==> config.mk <==
export PLATFORM = sky130hd
export DESIGN_NAME = muladd
export DESIGN_NICKNAME = d
export VERILOG_FILES = /design/src/rtl/muladd_pkg.sv /design/src/rtl/muladd_prio_enc.sv /design/src/rtl/muladd.sv
export SDC_FILE = /design/constraint.sdc
export NUM_CORES = 1
export LEC_CHECK = 0
export BUFFER_PORTS_ARGS = -buffer_cell sky130_fd_sc_hd__buf_4
export CORE_MARGIN = 3
export CORE_UTILIZATION = 64
export CTS_CLUSTER_SIZE = 30
export DETAILED_ROUTE_END_ITERATION = 10
export PLACE_DENSITY_LB_ADDON = 0.08
export SKIP_LAST_GASP = 1
export SYNTH_ARGS = -nofsm -noshare
export SYNTH_HDL_FRONTEND = slang
export SYNTH_SLANG_ARGS = --single-unit
==> constraint.sdc <==
create_clock -name clk -period 9.6 [get_ports clk]
set_clock_uncertainty 0.05 [all_clocks]
set_input_delay 0.48 -clock clk [delete_from_list [all_inputs] [get_ports clk]]
set_output_delay 0.48 -clock clk [all_outputs]
set_load 0.005 [all_outputs]
==> src/rtl/muladd_pkg.sv <==
// ============================================================================
// Module : muladd_pkg
// Brief  : Shared state encodings for the muladd and divmod blocks.
// Rev    : 1.0  initial release
// ============================================================================
`default_nettype none

package muladd_pkg;

    localparam logic [1:0] c_MULADD_IDLE  = 2'd0;
    localparam logic [1:0] c_MULADD_MUL   = 2'd1;
    localparam logic [1:0] c_MULADD_ERROR = 2'd2;

    localparam logic [1:0] c_DIVMOD_IDLE  = 2'd0;
    localparam logic [1:0] c_DIVMOD_DIV   = 2'd1;
    localparam logic [1:0] c_DIVMOD_ERROR = 2'd2;

    typedef enum logic [1:0] {
        ST_IDLE  = c_MULADD_IDLE,
        ST_MUL   = c_MULADD_MUL,
        ST_ERROR = c_MULADD_ERROR
    } muladd_state_e;

endpackage

`default_nettype wire

==> src/rtl/muladd_prio_enc.sv <==
// ============================================================================
// Module : prio_enc
// Brief  : Index of the most significant set bit; built only when
//          MULADD_EARLY_EXIT_EN is defined.
// Rev    : 1.0  initial release
// ============================================================================
`default_nettype none

`ifdef MULADD_EARLY_EXIT_EN
module prio_enc #(
    parameter int WIDTH = 16,
    parameter int IDX_W = 4
) (
    input  logic [WIDTH-1:0] i_data,
    output logic [IDX_W-1:0] o_idx,
    output logic             o_valid
);

    // Ascending scan so the highest set bit wins.
    always_comb begin
        o_idx   = '0;
        o_valid = 1'b0;
        for (int i = 0; i < WIDTH; i++) begin
            if (i_data[i]) begin
                o_idx   = IDX_W'(i);
                o_valid = 1'b1;
            end
        end
    end

endmodule
`endif

`default_nettype wire

==> src/rtl/muladd.sv <==
// ============================================================================
// Module : muladd
// Brief  : Sequential shift-and-add res = q*b + r (inverse of divmod).
//          MULADD_EARLY_EXIT_EN stops once the remaining multiplier is zero.
// Rev    : 1.0  initial release
// ============================================================================
`default_nettype none

module muladd
    import muladd_pkg::*;
#(
    parameter int  WIDTH_LOG = 4,
    localparam int WIDTH     = 1 << WIDTH_LOG
) (
    input  logic             clk,
    input  logic             rst,
    input  logic             go,
    input  logic [WIDTH-1:0] q,
    input  logic [WIDTH-1:0] b,
    input  logic [WIDTH-1:0] r,
    output logic             ready,
    output logic             error,
    output logic [WIDTH-1:0] res
);

    muladd_state_e          r_state, w_state_nxt;
    logic [2*WIDTH-1:0]     r_acc, w_acc_nxt, w_acc_step;
    logic [2*WIDTH-1:0]     r_mcand, w_mcand_nxt;
    logic [WIDTH-1:0]       r_mplier, w_mplier_nxt;
    logic [WIDTH_LOG-1:0]   r_count, w_count_nxt;
    logic [WIDTH-1:0]       r_res, w_res_nxt;
    logic                   r_ready;
    logic                   r_error;
    logic [WIDTH_LOG-1:0]   w_last;
    logic [WIDTH_LOG-1:0]   w_last_nxt;

`ifdef MULADD_EARLY_EXIT_EN
    logic [WIDTH_LOG-1:0]   r_last;
    logic [WIDTH_LOG-1:0]   w_enc_idx;
    logic                   w_enc_valid;

    prio_enc #(
        .WIDTH (WIDTH),
        .IDX_W (WIDTH_LOG)
    ) u_prio_enc (
        .i_data  (q),
        .o_idx   (w_enc_idx),
        .o_valid (w_enc_valid)
    );

    // q = 0 still runs a single iteration.
    assign w_last_nxt = w_enc_valid ? w_enc_idx : '0;
    assign w_last     = r_last;
`else
    assign w_last_nxt = WIDTH_LOG'(WIDTH - 1);
    assign w_last     = WIDTH_LOG'(WIDTH - 1);
`endif

    assign w_acc_step = r_mplier[0] ? (r_acc + r_mcand) : r_acc;

    always_comb begin
        w_state_nxt  = r_state;
        w_acc_nxt    = r_acc;
        w_mcand_nxt  = r_mcand;
        w_mplier_nxt = r_mplier;
        w_count_nxt  = r_count;
        w_res_nxt    = r_res;
        case (r_state)
            ST_IDLE, ST_ERROR: begin
                if (go) begin
                    w_acc_nxt    = {{WIDTH{1'b0}}, r};
                    w_mcand_nxt  = {{WIDTH{1'b0}}, b};
                    w_mplier_nxt = q;
                    w_count_nxt  = '0;
                    w_state_nxt  = ST_MUL;
                end
            end
            ST_MUL: begin
                w_acc_nxt    = w_acc_step;
                w_mcand_nxt  = r_mcand << 1;
                w_mplier_nxt = r_mplier >> 1;
                w_count_nxt  = r_count + WIDTH_LOG'(1);
                if (r_count == w_last) begin
                    w_res_nxt   = w_acc_step[WIDTH-1:0];
                    w_state_nxt = (|w_acc_step[2*WIDTH-1:WIDTH]) ? ST_ERROR : ST_IDLE;
                end
            end
            default: w_state_nxt = ST_IDLE;
        endcase
    end

    always_ff @(posedge clk) begin
        if (rst) begin
            r_state <= ST_IDLE;
            r_ready <= 1'b1;
            r_error <= 1'b0;
        end else begin
            r_state  <= w_state_nxt;
            r_ready  <= (w_state_nxt != ST_MUL);
            r_error  <= (w_state_nxt == ST_ERROR);
            r_acc    <= w_acc_nxt;
            r_mcand  <= w_mcand_nxt;
            r_mplier <= w_mplier_nxt;
            r_count  <= w_count_nxt;
            r_res    <= w_res_nxt;
`ifdef MULADD_EARLY_EXIT_EN
            if ((r_state != ST_MUL) && go) begin
                r_last <= w_last_nxt;
            end
`endif
        end
    end

`ifndef MULADD_EARLY_EXIT_EN
    logic w_unused;
    assign w_unused = ^w_last_nxt;
`endif

    assign ready = r_ready;
    assign error = r_error;
    assign res   = r_res;

endmodule

`default_nettype wire
==> out/metrics.yaml <==
post_cts_resized: 0
crit_chain: "ha_1, fa_1, a21o_4, a311o_1, o211ai_1, o221ai_1, a21o_1, a211oi_1, nand4_2, a2111oi_2, a41oi_1"
antenna_cells: 0
arrival_ns: 3.87
ys_warn_count: 0
cts_buffers: 9
worstMarginPinSlew_ns: 0.814
setup_viol: 0
clock-sinks: 104
period_needed_ns: 3.68
die_x_um: 106
root_buffer: "clkbuf_8"
h-tree-depth: 3
path_delay_family: "compound AO/OA/AOI/OAI gates"
cts_tree: "built"
grt_pass1_wl_mm: 23.4
postCtsSetupRepairBufs: 0
synthesis.nets: 718
vias_per_cell: 5.98
synth_ff_type: "edfxtp_1"
p_leak_uw: 0.00287
core_area_um2: 9460
drive_gt1_share_pct: 17.9
portBuffers: 68
setup_tns_ns: 0
syn_area_um2: 6370
crit_path_start_kind: "flip-flop"
vdd_drop_max_mv: 0.125
yosysSeqAreaShare_pct: 48.4
synth_edf_count: 100
first_global_vias: 4934
dp_hpwl_mm: 9.81
synth_cell_types: 72
p_per_area_nw_per_um2: 158
placementRows: 35
dieArea_um2: 11200
endpoint_kind: "flip-flop"
cpPeakStageDelay_ns: 0.43
period_share_pct: 38.3
io_pins: 69
fin_util_pct: 75.0
grt_usage_pct: 25.9
grt-ovfl-total: 0
synth_area_per_cell_um2: 10.0
die_y_um: 106
ant_nets: 0
final_cell_mix: "nand2_1 (159), edfxtp_1 (100), buf_4 (73)"
rsz0062_at_grt: "no"
cts_hold_buf: 0
clkTransAtPathRegs_ns: 0.10
slowest_stage: "fa_1"
multi_input_area_um2: 3100
nNetsFinal: 772
antenna_found_initial: 0
clock_latency_ns: 0.38
cp.required_ns: 9.79
areaGrowthSynthToFinish_pct: 11.5
status: "completed"
drtIter0Drc: 384
hold_path.class: "primary input to flip-flop"
maxCapViolCount: 0
synth_seq_cells: 104
regArea_um2: 3080
vias: 4912
grt_max_degree: 67
routedWlPerCell_um: 16.6
drc_errors: 0
max-slew-margin-rel_pct: 45.6
synthCells: 634
fill_cells: 701
clock_path_buffers: 2
crit_buf_inv: 0
worst-setup-path-type: "flip-flop to flip-flop"
timing.fmax_ghz: 0.272
drv_slew: 0
final_common_cell: "nand2_1"
dr.pass1.iters: 6
initial_utilization_pct: 67.3
postRouteWirelength_mm: 13.7
path_max_fanout: 4
async_flop_share_pct: 0
place_congestion: 0.900
final-hold-violation-count: 0
logic make-up (layout without fill, tap and decap cells):
| kind of cell | after synthesis | count (layout) | synth area share, % |
|---|---|---|---|
| XOR/XNOR | 25 | 25 | 3.44 |
| AND/OR/NAND/NOR | 284 | 284 | 20.6 |
| flip-flops | 104 | 104 | 48.4 |
| buffers and inverters | 36 | 95 | 3.30 |
| adder cells (fa/ha/maj) | 33 | 33 | 6.60 |
| AO/OA/AOI/OAI | 128 | 128 | 13.6 |
| multiplexers | 24 | 24 | 4.13 |
worst min-delay path, cell delays in order:
cell     delay [ns]
buf_4          0.07
nand2_1        0.04
nand2_1        0.05
area by class of cell:
| class | count | share of cell area (%) |
|---|---|---|
| multi-input cells | 494 | 43.7 |
| flip-flops and latches | 104 | 43.4 |
| repair buffers | 73 | 7.72 |
| well taps | 129 | 2.27 |
| clock buffers | 10 | 1.80 |
| clock inverters | 6 | 0.758 |
| inverters | 6 | 0.317 |
final timing paths:
| path | slack, ns | end | depth (start not counted) | from |
|---|---|---|---|---|
| worst max-delay path | 5.92 | error$_SDFF_PP0_ | 11 | r_acc[0]$_DFFE_PP_ |
| worst min-delay path | 0.31 | r_mcand[3]$_DFFE_PP_ | 3 | b[3] |
| worst max register to register | 5.92 | error$_SDFF_PP0_ | 11 | r_acc[0]$_DFFE_PP_ |
| worst min register to register | 0.47 | r_mplier[1]$_DFFE_PP_ | 2 | r_mplier[2]$_DFFE_PP_ |
power by group:
part	total [µW]	switching (µW)	internal [µW]
Sequential	558	17.0	541
Combinational	304	180	124
Clock	257	158	99.0
Total	1120	354	764
metal layers:
| metal | track usage, % | wire length (µm) |
|---|---|---|
| met1 | 36.3 | 6300 |
| met2 | 42.1 | 6290 |
| met3 | 4.84 | 854 |
| met4 | 6.38 | 225 |
| met5 | 0 | 0 |
synthesized netlist by cell type (all sizes together), types with 7 or more instances:
library cell | n | share of area [%]
and2 | 23 | 2.3
clkbuf | 18 | 1.7
o21ai | 23 | 1.9
mux2 | 18 | 3.2
o21a | 11 | 1.3
nand4 | 11 | 1.2
buf | 11 | 1.1
a21oi | 42 | 3.4
ha | 32 | 6.3
nand2 | 159 | 9.4
xnor2 | 13 | 1.8
nand3 | 15 | 1.2
xor2 | 12 | 1.7
nor3 | 7 | 0.63
edfxtp | 100 | 47
a21o | 10 | 1.3
nor2 | 32 | 1.9
nand2b | 12 | 1.2
flip-flops by register name (all words and copies together), names as in the netlist:
name and cells:
res 16, r_mcand 32, r_acc 32, ready 1, r_mplier 16, error 1, r_state 2, r_count 4
metrics by stage:
step	total power, µW	hold slack [ns]	setup WS, ns	instance area, µm²	instances
floorplan	797	0.434	4.26	6370	634
global placement	857	0.437	6.11	6920	806
detailed placement	866	0.441	5.96	6920	806
CTS	1120	0.294	5.94	7100	822
global route	1180	0.306	5.74	7100	822
finish	1120	0.313	5.92	7100	822
(Power assumes the default switching activity.)
